<file path="config.mk">
export PLATFORM = sky130hd
export DESIGN_NAME = uart_frame_trig_flat
export DESIGN_NICKNAME = d
export VERILOG_FILES = /design/src/rtl/uart_frame_trig_if.sv /design/src/rtl/uart_frame_trig.sv /design/src/flat_wrapper.sv
export SDC_FILE = /design/constraint.sdc
export NUM_CORES = 1
export LEC_CHECK = 0
export BUFFER_PORTS_ARGS = -buffer_cell sky130_fd_sc_hd__buf_2
export CAP_MARGIN = 10
export CELL_PAD_IN_SITES_DETAIL_PLACEMENT = 1
export CELL_PAD_IN_SITES_GLOBAL_PLACEMENT = 1
export CORE_MARGIN = 2
export CORE_UTILIZATION = 39
export CTS_CLUSTER_SIZE = 28
export DETAILED_ROUTE_END_ITERATION = 8
export HOLD_SLACK_MARGIN = 0.15
export PLACE_DENSITY_LB_ADDON = 0.1
export SYNTH_ARGS = -nofsm -noshare
export SYNTH_HDL_FRONTEND = slang
export SYNTH_SLANG_ARGS = --single-unit
export TNS_END_PERCENT = 10
</file>
<file path="constraint.sdc">
create_clock -name clk -period 2.3 [get_ports clk]
set_clock_uncertainty 0.15 [all_clocks]
set_input_delay 0.115 -clock clk [delete_from_list [all_inputs] [get_ports clk]]
set_output_delay 0.115 -clock clk [all_outputs]
set_load 0.05 [all_outputs]
</file>
<file path="src/rtl/uart_frame_trig_if.sv">
// Signal bundle for uart_frame_trig: serial input, configuration, compare setup and frame results.
interface uart_frame_trig_if #(
    parameter int unsigned DATA_W = 8
);
    logic              RX;
    logic [15:0]       baud_cnt;
    logic [DATA_W-1:0] mask;
    logic [DATA_W-1:0] match;
    logic              UARTtrig;
    logic [DATA_W-1:0] rx_data;
    logic              frame_err;
    logic              par_err;

    modport master (
        output RX, baud_cnt, mask, match,
        input  UARTtrig, rx_data, frame_err, par_err
    );

    modport slave (
        input  RX, baud_cnt, mask, match,
        output UARTtrig, rx_data, frame_err, par_err
    );
endinterface

</file>
<file path="src/rtl/uart_frame_trig.sv">
// UART frame receiver that pulses UARTtrig when a valid frame matches a masked compare value.
// Define UART_FRAME_PARITY_EN to expect and check one even-parity bit after the data bits.
module uart_frame_trig #(
    parameter int unsigned DATA_W    = 8,
    parameter int unsigned STOP_BITS = 1
) (
    input logic              clk,
    input logic              rst,
    uart_frame_trig_if.slave bus
);

`ifdef UART_FRAME_PARITY_EN
    typedef enum logic [2:0] {StIdle, StStart, StData, StParity, StStop, StBreak} state_t;
`else
    typedef enum logic [2:0] {StIdle, StStart, StData, StStop, StBreak} state_t;
`endif

    state_t            r_state, w_state_nxt;
    logic              r_sync1, r_sync2, r_rxs_prev;
    logic [15:0]       r_period, w_period_nxt;
    logic [15:0]       r_cnt, w_cnt_nxt;
    logic [3:0]        r_bits, w_bits_nxt;
    logic [DATA_W-1:0] r_shift, w_shift_nxt;
    logic [DATA_W-1:0] r_rx_data, w_rx_data_nxt;
    logic              r_trig, w_trig_nxt;
    logic              r_ferr, w_ferr_nxt;
    logic              w_rxs, w_fall, w_expire;
`ifdef UART_FRAME_PARITY_EN
    logic              r_perr, w_perr_nxt;
    logic              w_par_ok;
`endif

    assign w_rxs    = r_sync2;
    assign w_fall   = r_rxs_prev & ~w_rxs;
    // Counter is loaded with the delay to the next sample; the sample happens when it reads 1.
    assign w_expire = (r_cnt == 16'd1);
`ifdef UART_FRAME_PARITY_EN
    assign w_par_ok = ((^r_shift) == w_rxs);
`endif

    always_ff @(posedge clk) begin
        if (rst) begin
            r_sync1    <= 1'b1;
            r_sync2    <= 1'b1;
            r_rxs_prev <= 1'b1;
        end else begin
            r_sync1    <= bus.RX;
            r_sync2    <= r_sync1;
            r_rxs_prev <= r_sync2;
        end
    end

    always_comb begin
        w_state_nxt   = r_state;
        w_period_nxt  = r_period;
        w_cnt_nxt     = r_cnt;
        w_bits_nxt    = r_bits;
        w_shift_nxt   = r_shift;
        w_rx_data_nxt = r_rx_data;
        w_trig_nxt    = 1'b0;
        w_ferr_nxt    = 1'b0;
`ifdef UART_FRAME_PARITY_EN
        w_perr_nxt    = 1'b0;
`endif
        if (r_state != StIdle && r_state != StBreak) begin
            w_cnt_nxt = w_expire ? r_period : r_cnt - 16'd1;
        end

        unique case (r_state)
            StIdle: begin
                if (w_fall && bus.baud_cnt >= 16'd2) begin
                    w_period_nxt = bus.baud_cnt;
                    w_cnt_nxt    = bus.baud_cnt >> 1;
                    w_state_nxt  = StStart;
                end
            end
            StStart: begin
                if (w_expire) begin
                    if (w_rxs) begin
                        w_state_nxt = StIdle;
                        w_cnt_nxt   = '0;
                    end else begin
                        w_state_nxt = StData;
                        w_bits_nxt  = '0;
                    end
                end
            end
            StData: begin
                if (w_expire) begin
                    w_shift_nxt = {w_rxs, r_shift[DATA_W-1:1]};
                    if (r_bits == 4'(DATA_W - 1)) begin
                        w_bits_nxt  = '0;
`ifdef UART_FRAME_PARITY_EN
                        w_state_nxt = StParity;
`else
                        w_state_nxt = StStop;
`endif
                    end else begin
                        w_bits_nxt = r_bits + 4'd1;
                    end
                end
            end
`ifdef UART_FRAME_PARITY_EN
            StParity: begin
                if (w_expire) begin
                    if (w_par_ok) begin
                        w_state_nxt = StStop;
                    end else begin
                        w_perr_nxt  = 1'b1;
                        w_cnt_nxt   = '0;
                        w_state_nxt = w_rxs ? StIdle : StBreak;
                    end
                end
            end
`endif
            StStop: begin
                if (w_expire) begin
                    if (!w_rxs) begin
                        w_ferr_nxt  = 1'b1;
                        w_cnt_nxt   = '0;
                        w_state_nxt = StBreak;
                    end else if (r_bits == 4'(STOP_BITS - 1)) begin
                        w_cnt_nxt     = '0;
                        w_state_nxt   = StIdle;
                        w_rx_data_nxt = r_shift;
                        w_trig_nxt    = ((r_shift | bus.mask) == (bus.match | bus.mask));
                    end else begin
                        w_bits_nxt = r_bits + 4'd1;
                    end
                end
            end
            StBreak: begin
                if (w_rxs) begin
                    w_state_nxt = StIdle;
                end
            end
            default: w_state_nxt = StIdle;
        endcase
    end

    always_ff @(posedge clk) begin
        if (rst) begin
            r_state   <= StIdle;
            r_period  <= '0;
            r_cnt     <= '0;
            r_bits    <= '0;
            r_shift   <= '0;
            r_rx_data <= '0;
            r_trig    <= 1'b0;
            r_ferr    <= 1'b0;
`ifdef UART_FRAME_PARITY_EN
            r_perr    <= 1'b0;
`endif
        end else begin
            r_state   <= w_state_nxt;
            r_period  <= w_period_nxt;
            r_cnt     <= w_cnt_nxt;
            r_bits    <= w_bits_nxt;
            r_shift   <= w_shift_nxt;
            r_rx_data <= w_rx_data_nxt;
            r_trig    <= w_trig_nxt;
            r_ferr    <= w_ferr_nxt;
`ifdef UART_FRAME_PARITY_EN
            r_perr    <= w_perr_nxt;
`endif
        end
    end

    assign bus.UARTtrig  = r_trig;
    assign bus.rx_data   = r_rx_data;
    assign bus.frame_err = r_ferr;
`ifdef UART_FRAME_PARITY_EN
    assign bus.par_err   = r_perr;
`else
    assign bus.par_err   = 1'b0;
`endif

endmodule

</file>
<file path="src/flat_wrapper.sv">
// flat-port wrapper written by rule: the top's interface ports become plain ports
module uart_frame_trig_flat 
#(
    parameter int unsigned DATA_W    = 8,
    parameter int unsigned STOP_BITS = 1
)
  (clk, rst, bus_RX, bus_baud_cnt, bus_mask, bus_match, bus_UARTtrig, bus_rx_data, bus_frame_err, bus_par_err);
  uart_frame_trig_if #(.DATA_W(DATA_W)) bus_i ();
  input logic clk;
  input logic rst;
  input wire logic [$bits(bus_i.RX)-1:0] bus_RX;
  input wire logic [$bits(bus_i.baud_cnt)-1:0] bus_baud_cnt;
  input wire logic [$bits(bus_i.mask)-1:0] bus_mask;
  input wire logic [$bits(bus_i.match)-1:0] bus_match;
  output wire logic [$bits(bus_i.UARTtrig)-1:0] bus_UARTtrig;
  output wire logic [$bits(bus_i.rx_data)-1:0] bus_rx_data;
  output wire logic [$bits(bus_i.frame_err)-1:0] bus_frame_err;
  output wire logic [$bits(bus_i.par_err)-1:0] bus_par_err;
  assign bus_i.RX = bus_RX;
  assign bus_i.baud_cnt = bus_baud_cnt;
  assign bus_i.mask = bus_mask;
  assign bus_i.match = bus_match;
  assign bus_UARTtrig = bus_i.UARTtrig;
  assign bus_rx_data = bus_i.rx_data;
  assign bus_frame_err = bus_i.frame_err;
  assign bus_par_err = bus_i.par_err;
  uart_frame_trig #(.DATA_W(DATA_W), .STOP_BITS(STOP_BITS)) u_core (.clk(clk), .rst(rst), .bus(bus_i));
endmodule
</file>
## After elaboration in Yosys (flattened, before gate mapping)

Cells that the tools add are included.

- $add $sub $neg: 2
- Bitwise operators: 7
- Reductions and logical operators: 13
- Multiplexer cells: 28
- Equal/unequal tests: 18
- Order comparisons: 1

Operators by type and width:

| kind | count |
|---|---|
| 2-to-1 mux 16 bit | 8 |
| case mux 16 bit (3 select lines) | 1 |
| 2-to-1 mux 4 bit | 7 |
| 2-to-1 mux 3 bit | 8 |
| equality test 16 x 1 -> 1 bit (second input constant) | 1 |
| greater-or-equal comparator 16 x 2 -> 1 bit (second input constant) | 1 |
| bitwise OR 8 bit | 2 |
| subtractor 16 x 1 -> 16 bit (second input constant) | 1 |
| case mux 3 bit (5 select lines) | 1 |
| != test 2 x 1 -> 1 bit (second input constant) | 7 |
| AND reduction 7 bit | 2 |
| case mux 4 bit (3 select lines) | 1 |
| equality test 8 bit | 1 |
| equality test 3 x 2 -> 1 bit (second input constant) | 2 |
| != test 3 bit (second input constant) | 2 |
| nonzero test 3 bit | 2 |
| OR reduction 5 bit | 1 |
| adder 4 x 1 -> 4 bit (second input constant) | 1 |
| equality test 4 x 3 -> 1 bit (second input constant) | 1 |
| zero test 4 bit | 1 |
| != test 2 bit (second input constant) | 2 |
| inverter 1 bit | 4 |
| AND reduction 2 bit | 2 |
| AND reduction 4 bit | 1 |
| 8 further kinds | 9 |

- Logic and storage cells: 80
- Register bits after elaboration: 60
- Output and inout port bits: 11
- Input bits: 35

## Longest topological paths before layout

Gate-level depths: netlist of the first run.

- Depth after elaboration: 7
- Mapped depth: 9
- Gate-level depth less buffers: 7

## Worst setup path after synthesis of the first run

No wires, ideal clock.

- Path kind: register to register
- Start point: reg u_core.r_cnt[0]
- End point: reg u_core.r_bits[3]
- Arrival time: 1.956 ns
- Buffers on the path: 0
- Stages on the path, launching flop included: 7
- Library setup time: 0.070 ns
- Slack: 0.124 ns
- Clock period less this slack: 2.176 ns
- Required time: 2.080 ns
- Cell sequence: dfxtp_1 > ha_1 > nor4b_1 > nand4_1 > or3_4 > or4_1 > a21oi_1

- Word-level cells in the longest chain between the ends: 3
- Elaborated cells between the ends (all ways): 5
- Classes of those cells: eq/ne (4); reduce/logical (1)

RTL lines:

| what | line | RTL |
|---|---|---|
| from (decl) | uart_frame_trig.sv:21 | `logic [15:0] r_cnt, w_cnt_nxt;` |
| from (signal assigned) | uart_frame_trig.sv:157 | `r_cnt <= w_cnt_nxt;` |
| equality test 16 x 1 -> 1 bit (*) | uart_frame_trig.sv:36 | `assign w_expire = (r_cnt == 16'd1);` |
| != test 2 x 1 -> 1 bit (no source line) | - |  |
| AND reduction 7 bit (no source line) (*) | - |  |
| to (signal assigned) | uart_frame_trig.sv:158 | `r_bits <= w_bits_nxt;` |
| to (decl) | uart_frame_trig.sv:22 | `logic [3:0] r_bits, w_bits_nxt;` |

Every way passes the cells marked *; elsewhere a longest branch is shown, timed or not.
A chain may end at the register's enable or synchronous reset.

## Final worst setup path of the first run

- Start point: reg u_core.r_cnt[1]
- End point: reg u_core.r_cnt[3]

- Word-level cells in the longest chain between the ends: 7
- Elaborated cells between the ends (all ways): 11
- Classes of those cells: add/sub (1); eq/ne (1); mux (9)

RTL lines:

| what | line | RTL |
|---|---|---|
| subtractor 16 x 1 -> 16 bit or equality test 16 x 1 -> 1 bit (tied branches) | uart_frame_trig.sv:66, uart_frame_trig.sv:36 |  |
| 2-to-1 mux 16 bit | uart_frame_trig.sv:66 | `w_cnt_nxt = w_expire ? r_period : r_cnt - 16'd1;` |
| 2-to-1 mux 16 bit | uart_frame_trig.sv:65 | `if (r_state != StIdle && r_state != StBreak) begin` |
| 2-to-1 mux 16 bit | uart_frame_trig.sv:122 | `end else if (r_bits == 4'(STOP_BITS - 1)) begin` |
| 2-to-1 mux 16 bit | uart_frame_trig.sv:118 | `if (!w_rxs) begin` |
| 2-to-1 mux 16 bit | uart_frame_trig.sv:117 | `if (w_expire) begin` |
| case mux 16 bit (3 select lines) (*) | uart_frame_trig.sv:69 | `unique case (r_state)` |

Marked as above.

==> results of run 1 <==
-- Yosys cell counts (all sizes together) (2+ instances only) --
| cell type | count | share of area (%) |
|---|---|---|
| inv | 13 | 1.6 |
| xnor2 | 8 | 2.3 |
| o2bb2a | 2 | 0.66 |
| a22o | 12 | 3.4 |
| a2bb2oi | 5 | 1.4 |
| o21a | 2 | 0.49 |
| or2 | 6 | 1.2 |
| nor2 | 51 | 6.3 |
| nor3b | 2 | 0.66 |
| a21o | 2 | 0.49 |
| o21ai | 15 | 2.5 |
| a22oi | 2 | 0.49 |
| o22a | 2 | 0.57 |
| ha | 4 | 1.6 |
| and2 | 3 | 0.61 |
| nor3 | 7 | 1.7 |
| a32o | 3 | 0.98 |
| clkbuf | 13 | 1.6 |
| nand2 | 15 | 1.8 |
| mux2i | 34 | 11 |
| o31ai | 4 | 0.98 |
| a21oi | 13 | 2.3 |
| o211ai | 2 | 0.49 |
| nand4 | 4 | 1.0 |
| nor4 | 8 | 2.8 |
| or3 | 2 | 0.57 |
| o22ai | 7 | 1.4 |
| buf | 10 | 1.6 |
| nand3 | 13 | 2.3 |
| nor2b | 2 | 0.41 |
| dfxtp | 60 | 39 |
| nor4b | 4 | 1.1 |
-- power breakdown --
group | internal (mW) | switching [mW] | leakage, nW
sequential | 1.15 | 0.112 | 0.487
combinational | 0.857 | 1.02 | 1.23
clock | 0.441 | 0.405 | 0.0893
total | 2.45 | 1.54 | 1.80
-- worst max-delay path by stage --
stage,to,slack (ns),cells past startpoint
after global routing,u_core.bus.UARTtrig$_SDFF_PP0_,0.006,7
after CTS,u_core.r_bits[3]$_SDFFE_PP0P_,-0.02,8
after global placement,u_core.r_bits[3]$_SDFFE_PP0P_,-0.02,8
final,u_core.r_cnt[3]$_SDFF_PP0_,0.11,10
after floorplan,u_core.r_bits[3]$_SDFFE_PP0P_,0.12,6
after detailed placement,u_core.r_bits[3]$_SDFFE_PP0P_,-0.08,8
-- state kept, by name, summed over array words and instances (netlist names) --
name and cells:
u_core.r_cnt 16, u_core.r_period 16, u_core.bus.rx_data 8, u_core.r_shift 8, u_core.r_bits 4, u_core.r_state 3
u_core.bus.UARTtrig 1, u_core.bus.frame_err 1, u_core.r_rxs_prev 1, u_core.r_sync1 1, u_core.r_sync2 1
-- layout by cell type (no fill, tap or decap), types with 2 or more instances in the layout --
master                          count
sky130_fd_sc_hd__nor4_1             5
sky130_fd_sc_hd__clkbuf_8          11
sky130_fd_sc_hd__or2_2              3
sky130_fd_sc_hd__nor4_4             2
sky130_fd_sc_hd__o21a_1             2
sky130_fd_sc_hd__o31ai_1            4
sky130_fd_sc_hd__o22a_1             2
sky130_fd_sc_hd__nand4_1            3
sky130_fd_sc_hd__o211ai_1           2
sky130_fd_sc_hd__dfxtp_2            2
sky130_fd_sc_hd__xnor2_1            8
sky130_fd_sc_hd__nor4b_1            3
sky130_fd_sc_hd__nand3_1           12
sky130_fd_sc_hd__clkinv_2           2
sky130_fd_sc_hd__buf_4             35
sky130_fd_sc_hd__buf_2             43
sky130_fd_sc_hd__a21oi_1           12
sky130_fd_sc_hd__o21ai_0           10
sky130_fd_sc_hd__dfxtp_1           58
sky130_fd_sc_hd__o21ai_1            5
sky130_fd_sc_hd__o22ai_1            7
sky130_fd_sc_hd__mux2i_1           34
sky130_fd_sc_hd__o2bb2a_1           2
sky130_fd_sc_hd__nor2_1            50
sky130_fd_sc_hd__a21o_1             2
sky130_fd_sc_hd__inv_1             12
sky130_fd_sc_hd__nor3_1             5
sky130_fd_sc_hd__nor2b_1            2
sky130_fd_sc_hd__dlygate4sd3_1     25
sky130_fd_sc_hd__a2bb2oi_1          5
sky130_fd_sc_hd__a22o_1            12
sky130_fd_sc_hd__or2_1              3
sky130_fd_sc_hd__nand2_1           15
sky130_fd_sc_hd__and2_1             2
sky130_fd_sc_hd__a32o_1             3
sky130_fd_sc_hd__clkbuf_1           2
sky130_fd_sc_hd__a22oi_1            2
sky130_fd_sc_hd__nor3_4             2
sky130_fd_sc_hd__buf_6              3
sky130_fd_sc_hd__ha_1               3
-- per-stage QoR --
| stage | power, mW | std cells | hold slack (ns) | util (%) |
|---|---|---|---|---|
| after floorplan | 2.38 | 345 | 0.0688 | - |
| after global placement | 3.01 | 505 | 0.149 | 46.8 |
| after CTS | 3.98 | 545 | 0.262 | 52.6 |
| final | 3.99 | 546 | 0.256 | 53.2 |
| after detailed placement | 3.06 | 505 | 0.150 | 46.8 |
| after global routing | 4.26 | 546 | 0.279 | 53.2 |
-- metal layers --
layer	share of wire, %	global-route usage (%)	vias up
li1	-	-	1435
met5	0	0	-
met4	1.2	5.72	0
met3	3.8	5.94	13
met1	45	28.1	1436
met2	50	40.6	57
-- final cells by class --
class,count,area (µm²)
fillers,901,3580
multi-input cells,249,1750
flip-flops and latches,60,1200
repair buffers,107,769
clock buffers,13,159
well taps,102,128
inverters,13,48.8
clock inverters,2,10.0
-- cell families after synthesis --
kind of cell | Yosys count | synth area share (%)
AOI/OAI and AO/OA | 78 | 18.2
xor gates and xnor gates | 8 | 2.29
adders and majority gates | 4 | 1.64
buffers and inverters | 36 | 4.83
DFF | 60 | 39.3
muxes | 35 | 11.5
other | 1 | 0.123
and+or+nand+nor | 123 | 22.1
-- timing repair --
| action | 4_1_cts | 5_1_grt |
|---|---|---|
| pin swaps | 0 | 3 |
| hold buffers | 25 | 0 |
| setup buffers | 0 | 1 |
| hold endpoints to repair | 36 | 0 |
| setup endpoints to repair | 8 | 23 |
| resized for setup | 4 | 10 |
==> results.md, run 1 <==
- result of the run: complete, no violations
- vias in the first global route: 3153
- H-tree lvl count: 3
- fraction of layout cells with a size suffix above 1: 25.9%
- synthesized netlist cell count: 345
- wire length of the first global-routing pass: 15.6 mm
- critical path type: flip-flop to flip-flop
- final worst setup slack: 0.113 ns
- part of the Yosys area used for sequential elements: 39.3%
- FF-to-FF setup slack: 0.11 ns
- startpoint of the worst hold path: u_core.r_sync1$_SDFF_PP1_
- destination of the worst hold path: u_core.r_sync2$_SDFF_PP1_
- signed area change from the synthesized netlist to the final layout: 33.1%
- Primary FF master, synth: sky130_fd_sc_hd__dfxtp_1
- RSZ-0062 raised after global routing: no
- area of all placed cells without fillers: 4070 µm²
- HPWL Detailed: 6.44 mm
- startpoint types: flip-flop
- data required time at the worst endpoint: 2.38 ns
- cell-by-cell trace of the critical path: inv_2, ha_4, nor4b_4, buf_4, nand4_1, buf_6, buf_4, a2bb2oi_1, o22a_1, a22o_1
- critical-path maximum fanout: 16
- antenna-violating nets left: 0
- Final setup viols: 0
- number of nets in the layout: 479
- final critical path time including I/O delays and setup: 2.19 ns
- Post-Place Cell Area: 3580 µm²
- slowest stage delay, CP: 0.32 ns
- slew of the pin with the lowest slew margin: 0.783 ns
- critical path buffer and inverter count: 4
- Min-Delay Path Class: flip-flop to flip-flop
- area of the mapped netlist: 3060 µm²
- initial core utilization: 40.0%
- hold path cells: 1
- beginning of the critical path: u_core.r_cnt[1]$_SDFF_PP0_
- P per Cell Area: 981 nW/µm²
- slowest stage cell on the critical path: sky130_fd_sc_hd__dfxtp_2
- Die X-Extent: 92.5 µm
- Total GRT Usage: 23.1%
- Boundary Pins: 46
- total vias in the final route: 2941
- number of cell rows: 32
- leakage power total: 1.80 nW
- wire length reported by the detailed router: 9.29 mm
- final period utilization: 95.1%
- drc violations: 0
- Iteration-0 DRC Markers: 77
- synthesis warning total: 0
- CTS buffer count: 9
- Setup crit end kind: flip-flop
- pins over their slew limit: 0
- worst skew pair latency: 0.34 ns
- ANT cells: 0
- final weighted congestion of routability-driven global placement: 0.811
- grt total ovfl: 0
- clock transition at the register clock pins on the worst setup and hold paths after CTS: 0.07 ns
- maximum number of pins on one net before global-route repair: 30
- upper clock frequency limit: 0.457 GHz
- library cell used as clock root buffer: sky130_fd_sc_hd__clkbuf_8
- total die area: 8560 µm²
- Worst R2R Start: u_core.r_cnt[1]$_SDFF_PP0_
- buffer levels on the longest clock path: 2
- cell with the most instances on the worst path: sky130_fd_sc_hd__buf_4
- via density per instance: 5.39
- area of the core region: 7650 µm²
- antenna violations before repair: 0
- Setup TNS: 0 ns
- Crit Reg-Reg Endpoint: u_core.r_cnt[3]$_SDFF_PP0_
- Critical Path AT: 2.26 ns
- number of iterations in the first detailed-routing pass: 4
- Clock Sinks: 60
- wire length per cell: 17.0 µm
- Max VDD drop: 445 µV
- count of port buffers added during placement: 44
- number of flops mapped to enable cells by yosys: 0
- Post-Synthesis Mean Instance Area: 8.86 µm²
- post-synth net total: 384
- die boundary height: 92.5 µm
- setup slack at placement: -0.0809 ns
- reg2reg path depth: 10
- Maximum Capacitance Violations: 0
- Slew Limit Headroom: 47.8%
- final hold vios: 0
- register bit count reported by yosys: 60
- clock tree from TritonCTS: done
- family with the most delay on the worst path: buffers and inverters
- proportion of register bits with asynchronous set or reset after synthesis: 0%
- number of distinct library cells after synthesis: 62
Note: power is estimated with default switching activity, not from simulation.
==> run 2: changes to the inputs <==
ABC_AREA = 1   (was default)
CORE_UTILIZATION = 36   (was 39)
==> results.md, run 2 <==
- result of the run: complete, no violations
- critical path buffer and inverter count: 4, unchanged
- Primary FF master, synth: sky130_fd_sc_hd__dfxtp_1
- Total GRT Usage: 22.3%, -0.76 points
- Boundary Pins: 46, unchanged
- slowest stage delay, CP: 0.56 ns, +0.24 ns
- Setup crit end kind: flip-flop
- startpoint types: primary input
- total die area: 9780 µm², +14%
- CTS buffer count: 9, unchanged
- signed area change from the synthesized netlist to the final layout: 25.4%
- upper clock frequency limit: 0.455 GHz, -0.43%
- cell with the most instances after synthesis: sky130_fd_sc_hd__nand2_1
- Critical Path AT: 2.34 ns, +0.08 ns
- antenna violations before repair: 0, unchanged
- pins over their slew limit: 0, unchanged
- clock transition at the register clock pins on the worst setup and hold paths after CTS: 0.07 ns, about the same
- number of distinct library cells after synthesis: 31, -50%
- final weighted congestion of routability-driven global placement: 0.877, +8.2%
- most common cell after layout, fill and taps aside: sky130_fd_sc_hd__nand2_1
- final hold vios: 0, unchanged
- RSZ-0062 raised after global routing: no
- data required time at the worst endpoint: 2.44 ns, +0.06 ns
- H-tree lvl count: 3, unchanged
- leakage power total: 1.83 nW, +1.8%
- buffer levels on the longest clock path: 2, unchanged
- synthesis warning total: 0, unchanged
- P per Cell Area: 1320 nW/µm², +34%
- cell with the most instances on the worst path: sky130_fd_sc_hd__nand2_1
- Post-Place Cell Area: 3590 µm², +0.17%
- area of all placed cells without fillers: 4060 µm², about the same
- cell taking the most area after synthesis: sky130_fd_sc_hd__dfxtp_1
- Regs by FF count: u_core.r_cnt x16, u_core.r_period x16
- proportion of register bits with asynchronous set or reset after synthesis: 0%, unchanged
- die boundary height: 98.9 µm, +6.9%
- initial core utilization: 37.2%, -2.8 points
- ANT cells: 0, unchanged
- most area-consuming cells after synthesis: sky130_fd_sc_hd__dfxtp_1 (37%), sky130_fd_sc_hd__nand2_1 (16%), sky130_fd_sc_hd__a21oi_1 (7.3%), sky130_fd_sc_hd__nand3_1 (6.6%), sky130_fd_sc_hd__nor2_1 (6.6%)
- Post-Synthesis Mean Instance Area: 6.41 µm², -28%
- area of the mapped netlist: 3240 µm², +6.1%
- number of cell rows: 34, +6.3%
- HPWL Detailed: 7.80 mm, +21%
- drc violations: 0, unchanged
- final core occ: 46.6%, -6.6 points
- number of iterations in the first detailed-routing pass: 6, +2
- count of port buffers added during placement: 44, unchanged
- slowest stage cell on the critical path: sky130_fd_sc_hd__dlygate4sd3_1
- Die X-Extent: 98.9 µm, +6.9%
- Final Hold Slack: 0.266 ns, +0.0108 ns
- antenna-violating nets left: 0, unchanged
- FILL cells: 1172, +30%
- wire length per cell: 15.3 µm, -10%
- final critical path time including I/O delays and setup: 2.20 ns, +0.00947 ns
- register bit count reported by yosys: 60, unchanged
- cell-by-cell trace of the critical path: dlygate4sd3_1, buf_2, nor2_1, nand2_1, nor2_2, nand2_1, nand3_2, buf_6, nand2_1, a21oi_1, dlygate4sd3_1
- Final setup viols: 0, unchanged
- fraction of layout cells with a size suffix above 1: 16.5%, -9.4 points
- Max VDD drop: 420 µV, -5.6%
- critical path type: primary input to flip-flop
- wire length reported by the detailed router: 10.6 mm, +14%
- total vias in the final route: 3507, +19%
- Iteration-0 DRC Markers: 151, +96%
- library cell used as clock root buffer: sky130_fd_sc_hd__clkbuf_8
- critical-path maximum fanout: 9, -7
- Min-Delay Path Class: flip-flop to flip-flop
- top post-synthesis cells by count: sky130_fd_sc_hd__nand2_1 (140), sky130_fd_sc_hd__dfxtp_1 (60), sky130_fd_sc_hd__nor2_1 (57)
- Setup TNS: 0 ns, unchanged
- setup slack at placement: 0.255 ns, +0.336 ns
- Maximum Capacitance Violations: 0, unchanged
- final period utilization: 95.5%, +0.41 points
- worst skew pair latency: 0.35 ns, about the same
- number of nets in the layout: 617, +29%
- number of flops mapped to enable cells by yosys: 0, unchanged
- post-synth net total: 545, +42%
- wire length of the first global-routing pass: 17.5 mm, +13%
- family with the most delay on the worst path: buffers and inverters
- grt total ovfl: 0, unchanged
- top library cells by usage in the layout, fill and taps aside: sky130_fd_sc_hd__nand2_1 (140), sky130_fd_sc_hd__dfxtp_1 (60), sky130_fd_sc_hd__nor2_1 (56), sky130_fd_sc_hd__a21oi_1 (47), sky130_fd_sc_hd__inv_1 (46)
- Clock Sinks: 60, unchanged
- share of the synthesized area in the top cell type: 37.1%, -2.3 points
- area of the core region: 8720 µm², +14%
- clock tree from TritonCTS: done
- final worst setup slack: 0.103 ns, -0.00947 ns
- synthesized netlist cell count: 506, +47%
- maximum number of pins on one net before global-route repair: 26, -13%
- part of the Yosys area used for sequential elements: 37.1%, -2.3 points
- vias in the first global route: 3674, +17%
- via density per instance: 5.08, -5.8%
-- run 2: cell count changes in the layout (fill, tap and decap cells not counted), moves of 6 or more --
cell and delta:
sky130_fd_sc_hd__a21oi_1 +35, sky130_fd_sc_hd__a22o_1 -12, sky130_fd_sc_hd__buf_4 -27, sky130_fd_sc_hd__inv_1 +34
sky130_fd_sc_hd__mux2i_1 -34, sky130_fd_sc_hd__nand2_1 +125, sky130_fd_sc_hd__nand3_1 +30, sky130_fd_sc_hd__nand4_1 +6
sky130_fd_sc_hd__nor2_1 +6, sky130_fd_sc_hd__nor2_2 +7, sky130_fd_sc_hd__o21ai_0 +21, sky130_fd_sc_hd__o22ai_1 -6
-- run 2: area by class of cell --
type	count	area, µm²	share of cell area (%)
clock buffers	11	141	3.48
clock inverters	5	85.1	2.09
inverters	54	208	5.11
multi-input cells	378	1780	43.8
flip-flops and latches	60	1200	29.6
well taps	108	135	3.33
repair buffers	75	512	12.6
-- run 2: per-layer routing --
layer	share of wire (%)	up-vias	wire, µm	track usage (%)
met1	45	1661	4780	27.4
met2	50	45	5340	38.8
met4	2.0	0	211	10.0
li1	-	1788	-	-
met3	2.5	13	262	3.19
met5	0	-	0	0
-- run 2: logic make-up (layout without fill, tap and decap cells) --
family	after synthesis	in the layout	synth area share (%)
other	1	1	0.116
DFF	60	60	37.1
adders and majority gates	4	4	1.54
xor gates and xnor gates	3	3	0.811
buffers and inverters	68	145	8.22
AOI/OAI and AO/OA	96	96	15.4
and+or+nand+nor	274	274	36.8
-- run 2: stage by stage --
step | total power, mW | instances
after CTS | 5.35 | 689
after detailed placement | 4.22 | 651
after global routing | 5.82 | 691
after global placement | 4.15 | 651
final | 5.36 | 691
after floorplan | 3.42 | 506
-- run 2: where the power goes --
| part | internal [mW] | switching, mW | total [mW] | leakage, nW |
|---|---|---|---|---|
| Combinational | 0.951 | 1.92 | 2.87 | 1.24 |
| Clock | 0.643 | 0.445 | 1.09 | 0.110 |
| Sequential | 1.21 | 0.186 | 1.40 | 0.488 |
-- run 2: what timing repair did --
item                                    CTS  global route
endpoints found under the setup margin    0             1
resized for setup                         0             5
buffers inserted                          0             2
hold buffers                             22             0
hold endpoints to repair                 35             0
-- run 2: final timing paths --
check                                           startpoint                              end  slack (ns)  cells past startpoint
worst min-delay path             u_core.r_sync1$_SDFF_PP1_        u_core.r_sync2$_SDFF_PP1_        0.27                      1
worst max register to register  u_core.r_cnt[4]$_SDFF_PP0_      u_core.r_cnt[15]$_SDFF_PP0_        0.19                     10
worst min register to register   u_core.r_sync1$_SDFF_PP1_        u_core.r_sync2$_SDFF_PP1_        0.27                      1
worst max-delay path                      bus_baud_cnt[10]  u_core.r_period[8]$_SDFFE_PP0P_        0.10                     11
-- run 2: worst reg2reg max path, cell delays in order (launching register included) --
cell and delay (ns):
sky130_fd_sc_hd__dfxtp_1 0.36, sky130_fd_sc_hd__nor2_2 0.23, sky130_fd_sc_hd__nand2_1 0.11, sky130_fd_sc_hd__nor2_2 0.12
sky130_fd_sc_hd__nand3_2 0.20, sky130_fd_sc_hd__nand2_1 0.14, sky130_fd_sc_hd__nand3_2 0.23, sky130_fd_sc_hd__nand2_1 0.20
sky130_fd_sc_hd__inv_2 0.11, sky130_fd_sc_hd__o21ai_1 0.10, sky130_fd_sc_hd__nor2_1 0.06
==> run 3: changes to the inputs <==
BUFFER_PORTS_ARGS = default   (was -buffer_cell sky130_fd_sc_hd__buf_2)
CELL_PAD_IN_SITES_DETAIL_PLACEMENT = default   (was 1)
CELL_PAD_IN_SITES_GLOBAL_PLACEMENT = default   (was 1)
CORE_UTILIZATION = 55   (was 36)
DONT_BUFFER_PORTS = 1   (was default)
PLACE_DENSITY = 0.73   (was default)
PLACE_DENSITY_LB_ADDON = default   (was 0.1)
==> results.md, run 3 (same netlist as run 2, synthesis figures left out) <==
- count of port buffers added during placement: 0, -100%
- cell-by-cell trace of the critical path: inv_2, nand2_2, nor2_1, nand3_1, inv_2, nand2_1, a21oi_1, dlygate4sd3_1
- Final setup viols: 0, unchanged
- Maximum Capacitance Violations: 0, unchanged
- slowest stage cell on the critical path: sky130_fd_sc_hd__dlygate4sd3_1
- pins over their slew limit: 0, unchanged
- area of all placed cells without fillers: 3750 µm², -7.6%
- final core occ: 67.0%, +20 points
- number of nets in the layout: 569, -7.8%
- Setup crit end kind: flip-flop
- library cell used as clock root buffer: sky130_fd_sc_hd__clkbuf_8
- cell-internal power: 2.78 mW, -0.90%
- routed wire length on met3: 518 µm, +98%
- fraction of layout cells with a size suffix above 1: 8.61%, -7.9 points
- P per Cell Area: 1380 nW/µm², +4.4%
- number of cell rows: 27, -21%
- Final Hold Slack: 0.258 ns, -0.00887 ns
- Critical Path AT: 2.33 ns, about the same
- Boundary Pins: 46, unchanged
- top library cells by usage in the layout, fill and taps aside: sky130_fd_sc_hd__nand2_1 (140), sky130_fd_sc_hd__dfxtp_1 (60), sky130_fd_sc_hd__nor2_1 (57), sky130_fd_sc_hd__a21oi_1 (47), sky130_fd_sc_hd__inv_1 (46)
- ANT cells: 0, unchanged
- signed area change from the synthesized netlist to the final layout: 15.8%
- clock transition at the register clock pins on the worst setup and hold paths after CTS: 0.06 ns, about the same
- length of routed wiring on met1: 3.54 mm, -26%
- Placed Cells: 569, -13%
- total die area: 6520 µm², -33%
- HPWL Detailed: 5.97 mm, -23%
- antenna-violating nets left: 0, unchanged
- total vias in the final route: 3415, -2.6%
- sequential cell fraction of total power: 27.1%, +1.1 points
- H-tree lvl count: 3, unchanged
- critical-path maximum fanout: 20, +11
- final period utilization: 95.2%, -0.30 points
- buffer levels on the longest clock path: 2, unchanged
- slew of the pin with the lowest slew margin: 1.13 ns
- critical path buffer and inverter count: 3, -1
- most common cell after layout, fill and taps aside: sky130_fd_sc_hd__nand2_1
- Min-Delay Path Class: primary input to flip-flop
- wire length per cell: 14.3 µm, -6.8%
- FILL cells: 529, -55%
- number of iterations in the first detailed-routing pass: 5, -1
- Psw: 2.39 mW, -6.4%
- die boundary height: 80.8 µm, -18%
- leakage power total: 1.64 nW, -11%
- count of placed standard cells in the final layout, fillers left out: 606, -12%
- Post-Place Cell Area: 3310 µm², -7.8%
- drc violations: 0, unchanged
- via density per instance: 5.64, +11%
- Regs by FF count: u_core.r_cnt x16, u_core.r_period x16
- clock tree from TritonCTS: done
- final critical path time including I/O delays and setup: 2.19 ns, -0.00687 ns
- family with the most delay on the worst path: buffers and inverters
- initial core utilization: 57.8%, +21 points
- fraction of power spent switching nets: 46.2%, -1.4 points
- slowest stage delay, CP: 0.58 ns, +0.02 ns
- wire length of the first global-routing pass: 14.4 mm, -18%
- area of the core region: 5610 µm², -36%
- Max VDD drop: 704 µV, +67%
- result of the run: complete, no violations
- portion of total power attributed to the clock network: 20.7%, +0.4 points
- Total GRT Usage: 29.0%, +6.6 points
- final weighted congestion of routability-driven global placement: 0.967, +10%
- vias in the first global route: 3169, -14%
- area of the multi-input gates: 1770 µm², -0.42%
- register area: 1200 µm², unchanged
- wire length on met2: 4.29 mm, -20%
- maximum number of pins on one net before global-route repair: 27, +3.8%
- wire length reported by the detailed router: 8.65 mm, -18%
- highest routed metal layer: met4
- Slew Limit Headroom: 24.7%
- worst skew pair latency: 0.35 ns, about the same
- critical path type: flip-flop to flip-flop
- antenna violations before repair: 0, unchanged
- share of total power in combinational logic: 52.2%, -1.4 points
- grt total ovfl: 0, unchanged
- CTS buffer count: 9, unchanged
- Iteration-0 DRC Markers: 367, +140%
- startpoint types: flip-flop
- RSZ-0062 raised after global routing: yes
- Die X-Extent: 80.8 µm, -18%
- cell with the most instances on the worst path: sky130_fd_sc_hd__inv_2
- data required time at the worst endpoint: 2.44 ns, about the same
- Clock Sinks: 60, unchanged
- Setup TNS: 0 ns, unchanged
- final hold vios: 0, unchanged
- upper clock frequency limit: 0.457 GHz, +0.31%
==> run 3: cell count changes in the layout (fill, tap and decap cells not counted), sizes merged <==
cell          delta
buf             -48
dlygate4sd3      -1
clkinv           -1
dlymetal6s4s     +1
==> run 3: power by group through the flow <==
stage / clock network [mW] / registers, mW / logic (mW)
floorplan: 0 / 1.36 / 2.06
global placement: 0 / 1.40 / 2.58
detailed placement: 0 / 1.41 / 2.60
CTS: 1.08 / 1.39 / 2.65
global route: 1.12 / 1.42 / 3.08
finish: 1.07 / 1.40 / 2.70
==> run 3: worst paths after layout <==
kind,start,endpoint,slack (ns),cells past startpoint
setup / recovery,u_core.r_state[1]$_SDFFE_PP0P_,u_core.r_period[12]$_SDFFE_PP0P_,0.11,8
hold / removal,bus_baud_cnt[7],u_core.r_state[0]$_SDFFE_PP0P_,0.26,8
setup reg to reg,u_core.r_state[1]$_SDFFE_PP0P_,u_core.r_period[12]$_SDFFE_PP0P_,0.11,8
hold reg to reg,u_core.r_sync1$_SDFF_PP1_,u_core.r_sync2$_SDFF_PP1_,0.26,1
==> run 3: final cells by class <==
| class | count | area share (%) |
|---|---|---|
| sequential | 60 | 32.0 |
| clock inverter | 4 | 1.93 |
| multi-input combinational | 378 | 47.3 |
| clock buffer | 11 | 4.03 |
| timing repair buffer | 27 | 6.93 |
| inverter | 54 | 5.46 |
| tap | 72 | 2.40 |
==> run 3: worst min-delay path, stage by stage <==
cell and delay (ns):
sky130_fd_sc_hd__nor2_1 0.03, sky130_fd_sc_hd__nand2_1 0.05, sky130_fd_sc_hd__nor2_1 0.04, sky130_fd_sc_hd__nand2_1 0.07
sky130_fd_sc_hd__nand2_1 0.05, sky130_fd_sc_hd__nand2_1 0.11, sky130_fd_sc_hd__nand4_1 0.11, sky130_fd_sc_hd__a21oi_1 0.15
==> run 3: metal layers <==
layer / vias to the layer above / global-route usage, %
li1: 1691 / -
met1: 1564 / 33.9
met2: 130 / 49.9
met3: 30 / 5.78
met4: 0 / 15.8
met5: - / 0
==> run 3: metrics by stage <==
step	total power, mW	worst slack [ns]
finish	5.17	0.110
CTS	5.12	0.0912
floorplan	3.42	0.604
detailed placement	4.01	0.302
global placement	3.99	0.350
global route	5.62	0.00112
==> run 3: what timing repair did <==
action | 4_1_cts | 5_1_grt
gates resized for setup | 0 | 1
setup buffers | 0 | 0
setup endpoints to repair | 0 | 13
hold endpoints to repair | 60 | 0
hold buffers | 22 | 0
